==> src/rtl/instruction_decode_unit_pkg.sv <==
// Shared MIPS decode constants: opcodes, R-type function codes, ALU operations and the
// control-signal bundle passed from the decoder to the ID/EX boundary.
package instruction_decode_unit_pkg;

    localparam logic [5:0] OpRtype = 6'h00;
    localparam logic [5:0] OpJ     = 6'h02;
    localparam logic [5:0] OpJal   = 6'h03;
    localparam logic [5:0] OpBeq   = 6'h04;
    localparam logic [5:0] OpBne   = 6'h05;
    localparam logic [5:0] OpAddi  = 6'h08;
    localparam logic [5:0] OpSlti  = 6'h0A;
    localparam logic [5:0] OpAndi  = 6'h0C;
    localparam logic [5:0] OpOri   = 6'h0D;
    localparam logic [5:0] OpLui   = 6'h0F;
    localparam logic [5:0] OpLw    = 6'h23;
    localparam logic [5:0] OpSw    = 6'h2B;

    localparam logic [5:0] FnSll = 6'h00;
    localparam logic [5:0] FnSrl = 6'h02;
    localparam logic [5:0] FnJr  = 6'h08;
    localparam logic [5:0] FnAdd = 6'h20;
    localparam logic [5:0] FnSub = 6'h22;
    localparam logic [5:0] FnAnd = 6'h24;
    localparam logic [5:0] FnOr  = 6'h25;
    localparam logic [5:0] FnSlt = 6'h2A;

    localparam logic [4:0] RegRa = 5'd31;

    typedef enum logic [2:0] {
        AluAdd = 3'd0,
        AluSub = 3'd1,
        AluAnd = 3'd2,
        AluOr  = 3'd3,
        AluSlt = 3'd4,
        AluSll = 3'd5,
        AluSrl = 3'd6,
        AluLui = 3'd7
    } alu_op_e;

    typedef struct packed {
        logic reg_write;
        logic mem_read;
        logic mem_write;
        logic mem_to_reg;
        logic alu_src;
        logic reg_dst;
        logic branch;
        logic branch_ne;
        logic jump;
        logic jump_reg;
        logic link;
    } ctrl_t;

    // Strip every control that would change architectural state, leaving datapath selects.
    function automatic ctrl_t bubble(input ctrl_t c);
        ctrl_t r;
        r           = c;
        r.reg_write = 1'b0;
        r.mem_read  = 1'b0;
        r.mem_write = 1'b0;
        r.branch    = 1'b0;
        r.branch_ne = 1'b0;
        r.jump      = 1'b0;
        r.jump_reg  = 1'b0;
        r.link      = 1'b0;
        return r;
    endfunction

endpackage

==> src/rtl/instruction_decode_unit_decoder.sv <==
// Purely combinational MIPS instruction decoder: field split, immediate extension,
// jump target formation and control generation for the supported instruction subset.
module instruction_decode_unit_decoder
    import instruction_decode_unit_pkg::*;
(
    input  logic [31:0] i_instr,
    input  logic [29:0] i_pc_word,
    output logic [4:0]  o_rs,
    output logic [4:0]  o_rt,
    output logic [4:0]  o_rd,
    output logic [4:0]  o_shamt,
    output logic [5:0]  o_funct,
    output logic [31:0] o_immediate,
    output logic [31:0] o_jump_target,
    output ctrl_t       o_ctrl,
    output alu_op_e     o_alu_op,
    output logic        o_uses_rt,
    output logic        o_illegal
);

    logic [5:0] w_opcode;
    logic [3:0] w_pc4_upper;
    logic       w_zero_ext;

    assign w_opcode = i_instr[31:26];
    assign o_rs     = i_instr[25:21];
    assign o_rt     = i_instr[20:16];
    assign o_rd     = (w_opcode == OpJal) ? RegRa : i_instr[15:11];
    assign o_shamt  = i_instr[10:6];
    assign o_funct  = i_instr[5:0];

    assign w_zero_ext  = (w_opcode == OpAndi) || (w_opcode == OpOri);
    assign o_immediate = w_zero_ext ? {16'h0000, i_instr[15:0]}
                                    : {{16{i_instr[15]}}, i_instr[15:0]};

    // Only the top nibble of pc+4 is kept; it increments when the low word bits are all ones.
    assign w_pc4_upper   = i_pc_word[29:26] + {3'b000, &i_pc_word[25:0]};
    assign o_jump_target = {w_pc4_upper, i_instr[25:0], 2'b00};

    assign o_uses_rt = (w_opcode == OpRtype) || (w_opcode == OpBeq) ||
                       (w_opcode == OpBne) || (w_opcode == OpSw);

    always_comb begin
        o_ctrl    = '0;
        o_alu_op  = AluAdd;
        o_illegal = 1'b0;
        case (w_opcode)
            OpRtype: begin
                o_ctrl.reg_write = 1'b1;
                o_ctrl.reg_dst   = 1'b1;
                case (o_funct)
                    FnAdd: o_alu_op = AluAdd;
                    FnSub: o_alu_op = AluSub;
                    FnAnd: o_alu_op = AluAnd;
                    FnOr:  o_alu_op = AluOr;
                    FnSlt: o_alu_op = AluSlt;
                    FnSll: o_alu_op = AluSll;
                    FnSrl: o_alu_op = AluSrl;
                    FnJr: begin
                        o_ctrl.reg_write = 1'b0;
                        o_ctrl.reg_dst   = 1'b0;
                        o_ctrl.jump_reg  = 1'b1;
                    end
                    default: begin
                        o_ctrl    = '0;
                        o_illegal = 1'b1;
                    end
                endcase
            end
            OpLw: begin
                o_ctrl.reg_write  = 1'b1;
                o_ctrl.mem_read   = 1'b1;
                o_ctrl.mem_to_reg = 1'b1;
                o_ctrl.alu_src    = 1'b1;
            end
            OpSw: begin
                o_ctrl.mem_write = 1'b1;
                o_ctrl.alu_src   = 1'b1;
            end
            OpBeq: begin
                o_ctrl.branch = 1'b1;
                o_alu_op      = AluSub;
            end
            OpBne: begin
                o_ctrl.branch_ne = 1'b1;
                o_alu_op         = AluSub;
            end
            OpAddi, OpSlti, OpAndi, OpOri, OpLui: begin
                o_ctrl.reg_write = 1'b1;
                o_ctrl.alu_src   = 1'b1;
                case (w_opcode)
                    OpSlti:  o_alu_op = AluSlt;
                    OpAndi:  o_alu_op = AluAnd;
                    OpOri:   o_alu_op = AluOr;
                    OpLui:   o_alu_op = AluLui;
                    default: o_alu_op = AluAdd;
                endcase
            end
            OpJ: o_ctrl.jump = 1'b1;
            OpJal: begin
                o_ctrl.jump      = 1'b1;
                o_ctrl.link      = 1'b1;
                o_ctrl.reg_write = 1'b1;
                o_ctrl.reg_dst   = 1'b1;
            end
            default: o_illegal = 1'b1;
        endcase
    end

endmodule

==> src/rtl/instruction_decode_unit.sv <==
// IF/ID pipeline latch with decode, load-use hazard detection (stall + bubble) and flush.
// Decode is combinational from the latch, so a captured instruction is visible one edge later.
module instruction_decode_unit
    import instruction_decode_unit_pkg::*;
#(
    parameter int unsigned DATA_WIDTH     = 32,
    parameter int unsigned REG_ADDR_WIDTH = 5
) (
    input  logic                      system_clock,
    input  logic                      reset,
    input  logic                      if_valid,
    input  logic [DATA_WIDTH-1:0]     if_instruction,
    input  logic [DATA_WIDTH-1:0]     if_program_counter,
    input  logic                      flush,
    input  logic                      ex_mem_read,
    input  logic [REG_ADDR_WIDTH-1:0] ex_rt,
    output logic                      id_stall,
    output logic                      id_valid,
    output logic [DATA_WIDTH-1:0]     id_program_counter,
    output logic [REG_ADDR_WIDTH-1:0] id_rs,
    output logic [REG_ADDR_WIDTH-1:0] id_rt,
    output logic [REG_ADDR_WIDTH-1:0] id_rd,
    output logic [REG_ADDR_WIDTH-1:0] id_shamt,
    output logic [5:0]                id_funct,
    output logic [DATA_WIDTH-1:0]     id_immediate,
    output logic [DATA_WIDTH-1:0]     id_jump_target,
    output logic                      id_reg_write,
    output logic                      id_mem_read,
    output logic                      id_mem_write,
    output logic                      id_mem_to_reg,
    output logic                      id_alu_src,
    output logic                      id_reg_dst,
    output logic                      id_branch,
    output logic                      id_branch_ne,
    output logic                      id_jump,
    output logic                      id_jump_reg,
    output logic                      id_link,
    output logic [2:0]                id_alu_op,
    output logic                      id_illegal
);

    logic [DATA_WIDTH-1:0] r_instr;
    logic [DATA_WIDTH-1:0] r_pc;
    logic                  r_valid;

    ctrl_t   w_dec_ctrl;
    ctrl_t   w_ctrl;
    alu_op_e w_dec_alu_op;
    alu_op_e w_alu_op;
    logic    w_uses_rt;
    logic    w_dec_illegal;
    logic    w_hazard;

    instruction_decode_unit_decoder u_decoder (
        .i_instr       (r_instr),
        .i_pc_word     (r_pc[31:2]),
        .o_rs          (id_rs),
        .o_rt          (id_rt),
        .o_rd          (id_rd),
        .o_shamt       (id_shamt),
        .o_funct       (id_funct),
        .o_immediate   (id_immediate),
        .o_jump_target (id_jump_target),
        .o_ctrl        (w_dec_ctrl),
        .o_alu_op      (w_dec_alu_op),
        .o_uses_rt     (w_uses_rt),
        .o_illegal     (w_dec_illegal)
    );

    // Register 0 is never a real load destination, so it cannot create a dependency.
    assign w_hazard = r_valid && ex_mem_read && (ex_rt != '0) &&
                      ((ex_rt == id_rs) || (w_uses_rt && (ex_rt == id_rt)));

    assign id_stall           = w_hazard && !flush;
    assign id_valid           = r_valid && !w_hazard;
    assign id_program_counter = r_pc;
    assign id_illegal         = r_valid && w_dec_illegal;

    always_ff @(posedge system_clock) begin
        if (!reset) begin
            r_instr <= '0;
            r_pc    <= '0;
            r_valid <= 1'b0;
        end else if (flush) begin
            r_valid <= 1'b0;
        end else if (!id_stall) begin
            r_instr <= if_instruction;
            r_pc    <= if_program_counter;
            r_valid <= if_valid;
        end
    end

    always_comb begin
        w_ctrl   = w_dec_ctrl;
        w_alu_op = w_dec_alu_op;
        if (!r_valid) begin
            w_ctrl   = '0;
            w_alu_op = AluAdd;
        end else if (w_hazard) begin
            w_ctrl = bubble(w_dec_ctrl);
        end
    end

    assign id_reg_write  = w_ctrl.reg_write;
    assign id_mem_read   = w_ctrl.mem_read;
    assign id_mem_write  = w_ctrl.mem_write;
    assign id_mem_to_reg = w_ctrl.mem_to_reg;
    assign id_alu_src    = w_ctrl.alu_src;
    assign id_reg_dst    = w_ctrl.reg_dst;
    assign id_branch     = w_ctrl.branch;
    assign id_branch_ne  = w_ctrl.branch_ne;
    assign id_jump       = w_ctrl.jump;
    assign id_jump_reg   = w_ctrl.jump_reg;
    assign id_link       = w_ctrl.link;
    assign id_alu_op     = w_alu_op;

endmodule

==> config.mk <==
export PLATFORM = sky130hd
export DESIGN_NAME = instruction_decode_unit
export DESIGN_NICKNAME = d
export VERILOG_FILES = /design/src/rtl/instruction_decode_unit_pkg.sv /design/src/rtl/instruction_decode_unit_decoder.sv /design/src/rtl/instruction_decode_unit.sv
export SDC_FILE = /design/constraint.sdc
export NUM_CORES = 1
export LEC_CHECK = 0
export ABC_AREA = 1
export CAP_MARGIN = 25
export CORE_MARGIN = 4
export CORE_UTILIZATION = 41
export CTS_CLUSTER_SIZE = 12
export DETAILED_ROUTE_END_ITERATION = 10
export HOLD_SLACK_MARGIN = 0.03
export PLACE_DENSITY = 0.87
export RECOVER_POWER = 50
export SYNTH_ARGS = -nofsm -noshare
export SYNTH_HDL_FRONTEND = slang
export SYNTH_SLANG_ARGS = --single-unit
==> constraint.sdc <==
create_clock -name system_clock -period 2 [get_ports system_clock]
set_input_delay 0.3 -clock system_clock [delete_from_list [all_inputs] [get_ports system_clock]]
set_output_delay 0.3 -clock system_clock [all_outputs]
set_load 0.05 [all_outputs]
==> results.yml, run 1 <==
clocking:
  clock_tree_from_tritoncts: "yes"
  numClockSinks: 65
  cts.clk_slew.worst_paths_ns: 0.07
  depth_of_the_cts_h_tree: 3
  tritoncts.num_buffers: 9
  clk_latency_ns: 0.33
  clock_root_buffer_master: "sky130_fd_sc_hd__clkbuf_8"
  clock_tree.buffer_depth: 2
timing:
  finalMaxSlewViolations: 0
  tightestPinTransition_ns: 0.623
  final_setup_violation_count: 25
  final_hold_violations: 0
  fmaxAchievable_mhz: 453
  grt_setup_unrepaired: "true"
  slew_headroom_pct: 58.6
  setup_tns_ns: -2.58
  min_period_ns: 2.21
  fin_ws_ns: -0.210
  clock-skew-final_ns: 0.00788
  final_clock_period_utilization_by_the_worst_path_pct: 110
layout:
  multiInputGateArea_mm2: 0.00236
  final.fill_count: 713
  layout-area-overhead-vs-synth_pct: 68.8
  final_layout_size_suffix_gt1_share_pct: 33.0
  number_of_antenna_diodes: 0
  finish.instance_area_mm2: 0.00730
  finalNetCount: 871
  flip_flop_and_latch_area_mm2: 0.00139
  final_core_util_pct: 70.8
synth:
  synth_compound_gate_area_share_pct: 8.56
  synth-async-reset-ratio_pct: 0
  synth_warnings: 0
  synth-adder-area-share_pct: 0.578
  netlist_area_mm2: 0.00433
  synth-edff-count: 0
  synth.mux.area_fraction_pct: 0
  synth_flop_cell: "sky130_fd_sc_hd__dfxtp_1"
  yosys.area_share.simple_pct: 31.6
  synth_cells: 640
  post_synthesis_register_bit_count: 65
  synth.lib_cells_used.distinct: 26
  synth-xor-area-share_pct: 2.43
  post_synth_most_frequent_cells: "sky130_fd_sc_hd__inv_1 (89), sky130_fd_sc_hd__nand2_1 (89), sky130_fd_sc_hd__nor2_1 (87)"
  synth_top_area_share_pct: 30.1
  syn_avg_cell_area_um2: 6.76
  synth.area.top_cells: "sky130_fd_sc_hd__dfxtp_1 (30%), sky130_fd_sc_hd__buf_4 (14%), sky130_fd_sc_hd__a21oi_1 (7.7%)"
  synth.largest_area_cell: "sky130_fd_sc_hd__dfxtp_1"
  synth.yosys.seq_area_share_pct: 30.1
  synth_top_family_by_area: "simple AND/OR/NAND/NOR gates"
setup_path:
  path_delay_family: "simple AND/OR/NAND/NOR gates"
  cp.required_ns: 1.70
  critPathMaxFanout: 6
  timing.critical_path.slowest_cell_delay_ns: 0.38
  critical_path_arrival_ns: 1.91
  worst_setup_path_start_kind: "register"
  cp-end-kind: "primary output"
  slowest_cell_on_crit_path: "sky130_fd_sc_hd__dfxtp_4"
  timing.critical_path.buf_inv: 4
  cp_cell_sequence: "buf_12, inv_6, nor2_4, nand3_2, nand3_2, nand3_2, nand2_2, nand2_4, buf_12, nand2_8, nor3_4, buf_12"
  worstSetupPathType: "register to primary output"
floorplanning:
  dieHeight_um: 111
  dieArea_mm2: 0.0123
  core-area_mm2: 0.0103
  ioPinCount: 213
  die_x_um: 111
  core.rowCount: 37
  initial_cell_density_of_the_core_pct: 41.9
worst_hold_path:
  min-delay-path-class: "input port to register"
power:
  report.power.total_mw: 4.39
  power_density_mw_per_mm2: 602
  worst_ir_drop_vdd_mv: 0.345
  leakagePower_nw: 3.38
drt:
  routedWlPerCell_um: 15.1
  viasPerCell: 4.87
  drt.antenna.violating_nets: 0
  drt-initial-drc-count: 219
  via_count: 4562
  detail_route.drc_violations: 0
  drt_wl_total_um: 14100
  detailedRoute.firstPassIterationCount: 4
global_routing:
  grt_first_pass_wirelength_um: 20800
  first_global_vias: 4314
  grt_max_degree: 66
  total_routing_usage_gr_pct: 20.1
  global_route.overflow_total: 0
  antenna_found_initial: 0
placed_design:
  placer_congestion: 0.794
  portBuffers: 210
  half_perimeter_wire_length_after_placement_um: 9180
  place_area_mm2: 0.00636
flow_run:
  max_cap_viol_count: 0
status:
  failed_checks: "negative setup slack"
  status: "complete, but fails checks"
## report_power, final
part           switching [mW]  leakage [nW]  internal [mW]
Combinational            1.07          2.72          0.676
Clock                   0.498         0.103          0.642
Sequential              0.114         0.558           1.39
## cell families after synthesis
family,count (synthesis)
other,1
XOR/XNOR,12
AND/OR/NAND/NOR,282
AO/OA/AOI/OAI,73
buffers and inverters,205
adder cells (fa/ha/maj),2
flip-flops,65
## layer usage
layer  GRT usage, %  share of wire (%)
met1           21.3                 38
met2           36.5                 51
met3           7.15                8.3
met4           7.55                3.2
met5              0                  0
## per-stage QoR
step | setup WS [ns] | hold slack [ns] | instances
after floorplan | -0.205 | 0.431 | 641
after global placement | -0.149 | 0.464 | 898
after detailed placement | -0.238 | 0.475 | 898
after CTS | -0.306 | 0.421 | 925
after global routing | -0.304 | 0.453 | 936
final | -0.210 | 0.442 | 936
## worst reg2reg max path, cell delays in order, from the launching register on
cell	delay, ns
sky130_fd_sc_hd__dfxtp_4	0.38
sky130_fd_sc_hd__buf_6	0.13
sky130_fd_sc_hd__nor2_4	0.15
sky130_fd_sc_hd__nand3_4	0.11
sky130_fd_sc_hd__nand3_2	0.10
sky130_fd_sc_hd__nand3_2	0.07
sky130_fd_sc_hd__nand2_2	0.09
sky130_fd_sc_hd__nand2_4	0.09
sky130_fd_sc_hd__buf_8	0.15
sky130_fd_sc_hd__buf_4	0.15
sky130_fd_sc_hd__buf_12	0.18
sky130_fd_sc_hd__a21oi_4	0.22
sky130_fd_sc_hd__nor2_1	0.08
## timing repair
| action | in CTS | in global routing |
|---|---|---|
| buffers inserted | 10 | 10 |
| gates cloned | 1 | 1 |
| hold buffers | 0 | 0 |
| resized for setup | 89 | 75 |
| pin swaps | 18 | 23 |
| setup endpoints to repair | 38 | 43 |
## sequential cells by signal, summed over array words and instances (netlist names)
| name | count |
|---|---|
| id_program_counter | 32 |
| r_instr | 32 |
| r_valid | 1 |
## worst paths after layout
check / endpoint / from / slack (ns) / cells after the start
min reg2reg: id_program_counter[0]$_SDFFE_PN0P_ / id_program_counter[0]$_SDFFE_PN0P_ / 0.49 / 2
min: id_program_counter[5]$_SDFFE_PN0P_ / reset / 0.44 / 4
max: id_branch_ne / r_instr[29]$_SDFFE_PN0P_ / -0.21 / 12
max reg2reg: r_instr[15]$_SDFFE_PN0P_ / r_instr[28]$_SDFFE_PN0P_ / 0 / 12
## area by class of cell
type / count / area share [%]
clock inverter: 3 / 0.548
tap: 136 / 2.33
multi-input combinational: 372 / 32.3
clock buffer: 13 / 2.18
inverter: 90 / 4.88
sequential: 65 / 19.0
timing repair inverter: 1 / 0.103
timing repair buffer: 256 / 38.6
## placed cells by master (no fill, tap or decap), drive strengths merged
| cell type | count |
|---|---|
| dlymetal6s2s | 4 |
| clkinvlp | 2 |
| nor3 | 7 |
| a21oi | 67 |
| clkinv | 2 |
| clkbuf | 14 |
| bufinv | 1 |
| nand4 | 9 |
| xor2 | 8 |
| dlygate4sd2 | 7 |
| buf | 93 |
| a31oi | 2 |
| inv | 89 |
| and2 | 1 |
| nand3 | 82 |
| conb | 2 |
| clkdlybuf4s50 | 151 |
| nor4 | 2 |
| a22oi | 1 |
| xnor2 | 4 |
| dfxtp | 65 |
| nor2 | 90 |
| ha | 2 |
| o21ai | 3 |
| nand2 | 92 |
Power figures use the tool's default switching activity.
==> run 2: changes to the inputs <==
Settings changed: CAP_MARGIN 25 to default, PLACE_DENSITY 0.87 to 0.82, SYNTH_HIERARCHICAL from default to 1.
==> results.yml, run 2 <==
synth:
  netlist_area_mm2: 0.00437
  synth.lib_cells_used.distinct: 27
  synth.yosys.seq_area_share_pct: 29.8
  post_synth_most_frequent_cells: "sky130_fd_sc_hd__nand2_1 (121), sky130_fd_sc_hd__inv_1 (111), sky130_fd_sc_hd__nor2_1 (104)"
  synth_flop_cell: "sky130_fd_sc_hd__dfxtp_1"
  synth_most_common_cell: "sky130_fd_sc_hd__nand2_1"
  synth.area.top_cells: "sky130_fd_sc_hd__dfxtp_1 (30%), sky130_fd_sc_hd__buf_4 (15%), sky130_fd_sc_hd__nand2_1 (10%)"
  synth_cells: 708
  post_synthesis_register_bit_count: 65
  synth.largest_area_cell: "sky130_fd_sc_hd__dfxtp_1"
  syn_avg_cell_area_um2: 6.17
  synth_warnings: 6
  synth-edff-count: 0
  synth_top_area_share_pct: 29.8
  synth-async-reset-ratio_pct: 0
floorplanning:
  ioPinCount: 213
  core-area_mm2: 0.0104
  initial_cell_density_of_the_core_pct: 42.1
  die_x_um: 111
  dieHeight_um: 111
  core.rowCount: 37
  dieArea_mm2: 0.0124
global_routing:
  total_routing_usage_gr_pct: 19.3
  antenna_found_initial: 0
  grt_first_pass_wirelength_um: 20200
  grt_max_degree: 72
  global_route.overflow_total: 0
  first_global_vias: 4281
timing:
  final_clock_period_utilization_by_the_worst_path_pct: 114
  fmaxAchievable_mhz: 438
  clock-skew-final_ns: 0.0133
  slew_headroom_pct: 57.4
  grt_setup_unrepaired: "true"
  tightestPinTransition_ns: 0.641
  final_hold_violations: 0
  finalHoldWorstSlack_ns: 0.452
  min_period_ns: 2.28
  finalMaxSlewViolations: 0
  fin_ws_ns: -0.281
  final_setup_violation_count: 48
setup_path:
  cp_cell_sequence: "nand2_2, inv_2, nand4_1, nand3_2, nand2_1, nor2_1, nand3_1, nand2_2, nand2_4, nand2_8, buf_12, nor2_4, buf_12"
  cp-end-kind: "primary output"
  timing.critical_path.buf_inv: 3
  worst_setup_path_start_kind: "register"
  cp.required_ns: 1.70
  critical_path_arrival_ns: 1.98
  slowest_cell_on_crit_path: "sky130_fd_sc_hd__dfxtp_4"
  worstSetupPathType: "register to primary output"
  critPathMaxFanout: 5
  path_delay_family: "simple AND/OR/NAND/NOR gates"
  timing.critical_path.slowest_cell_delay_ns: 0.39
clocking:
  clock_tree_from_tritoncts: "yes"
  clock_root_buffer_master: "sky130_fd_sc_hd__clkbuf_8"
  clock_tree.buffer_depth: 2
  depth_of_the_cts_h_tree: 3
  cts.clk_slew.worst_paths_ns: 0.07
  tritoncts.num_buffers: 9
  numClockSinks: 65
  clk_latency_ns: 0.34
drt:
  detailedRoute.firstPassIterationCount: 4
  drt-initial-drc-count: 257
  via_count: 4826
  routedWlPerCell_um: 14.8
  detail_route.drc_violations: 0
  drt_wl_total_um: 15000
  viasPerCell: 4.75
  drt.antenna.violating_nets: 0
power:
  report.power.total_mw: 4.51
  power_density_mw_per_mm2: 573
  worst_ir_drop_vdd_mv: 0.334
  leakagePower_nw: 3.76
layout:
  final.fill_count: 694
  final_core_util_pct: 75.9
  finalNetCount: 951
  final_layout_size_suffix_gt1_share_pct: 31.7
  layout.cells.most_common: "sky130_fd_sc_hd__clkdlybuf4s50_1"
  finish.cell_count_without_fillers: 1016
  flip_flop_and_latch_area_mm2: 0.00138
  number_of_antenna_diodes: 0
  most-common-layout-cells: "sky130_fd_sc_hd__clkdlybuf4s50_1 (129), sky130_fd_sc_hd__nand2_1 (112), sky130_fd_sc_hd__inv_1 (99)"
  layout-area-overhead-vs-synth_pct: 80.1
  multiInputGateArea_mm2: 0.00235
worst_hold_path:
  min-delay-path-class: "input port to register"
placed_design:
  post-place-ws_ns: -0.133
  placer_congestion: 0.872
  portBuffers: 210
  half_perimeter_wire_length_after_placement_um: 9410
  place_inst: 960
status:
  failed_checks: "negative setup slack"
  status: "complete, but fails checks"
flow_run:
  max_cap_viol_count: 0
[run 2: repair_timing]
item,in CTS,in global routing
pin swaps,15,30
setup endpoints to repair,21,89
cloned,0,11
gates resized for setup,21,125
setup buffers,18,13
hold buffers,0,0
[run 2: worst reg2reg max path, stage by stage, from the launching register on]
cell and delay, ns:
sky130_fd_sc_hd__dfxtp_4 0.39, sky130_fd_sc_hd__nand2_2 0.05, sky130_fd_sc_hd__inv_2 0.06, sky130_fd_sc_hd__nand4_1 0.17, sky130_fd_sc_hd__nand3_2 0.14, sky130_fd_sc_hd__nand2_1 0.06, sky130_fd_sc_hd__nor2_1 0.09, sky130_fd_sc_hd__nand3_1 0.09
sky130_fd_sc_hd__nand2_2 0.10, sky130_fd_sc_hd__nand2_4 0.09, sky130_fd_sc_hd__buf_4 0.15, sky130_fd_sc_hd__buf_6 0.14, sky130_fd_sc_hd__buf_12 0.15, sky130_fd_sc_hd__clkbuf_16 0.17, sky130_fd_sc_hd__nand3_1 0.07, sky130_fd_sc_hd__nand2_1 0.07
sky130_fd_sc_hd__nor2_1 0.11
[run 2: final timing paths]
path	start	to	slack, ns	cells after the start
min reg2reg	id_program_counter[12]$_SDFFE_PN0P_	id_program_counter[12]$_SDFFE_PN0P_	0.49	2
min	reset	r_instr[27]$_SDFFE_PN0P_	0.45	4
max	r_instr[27]$_SDFFE_PN0P_	id_reg_write	-0.28	13
max reg2reg	r_instr[27]$_SDFFE_PN0P_	id_program_counter[15]$_SDFFE_PN0P_	-0.16	16
[run 2: cell type report]
| class | instances | share of cell area (%) |
|---|---|---|
| inverter | 117 | 5.67 |
| tap | 136 | 2.16 |
| clock inverter | 6 | 0.826 |
| multi-input combinational | 410 | 29.9 |
| clock buffer | 10 | 1.89 |
| timing repair buffer | 272 | 42.0 |
| sequential | 65 | 17.5 |
[run 2: per-stage QoR]
step	TNS, ns	cell area [um2]
4_1_cts	-2.92	7130
3_3_place_gp	-0.190	6720
3_5_place_dp	-1.52	6720
2_1_floorplan	0	4590
6_report	-6.45	7870
5_1_grt	-15.57	7870
[run 2: layer usage]
metal	vias up	wire, um	part of all wire, %	global-route usage [%]
met1	2185	5760	38	21.6
met4	0	244	1.6	5.60
met3	16	1130	7.5	6.88
met2	192	7890	53	34.5
li1	2433	-	-	-
met5	-	0	0	0
[run 2: cell families (layout without fill, tap and decap cells)]
group                    Yosys count  in the layout  synth area share [%]
AND/OR/NAND/NOR                  335            335                  32.9
buffers and inverters            234            405                  28.3
AO/OA/AOI/OAI                     68             68                  7.84
flip-flops                        65             65                  29.8
XOR/XNOR                           3              3                 0.601
adder cells (fa/ha/maj)            2              2                 0.572
other                              1              2                0.0858
[run 2: report_power, final]
group	internal [mW]	total (mW)	switching, mW
sequential	1.39	1.50	0.115
clock	0.652	1.20	0.548
combinational	0.723	1.81	1.09
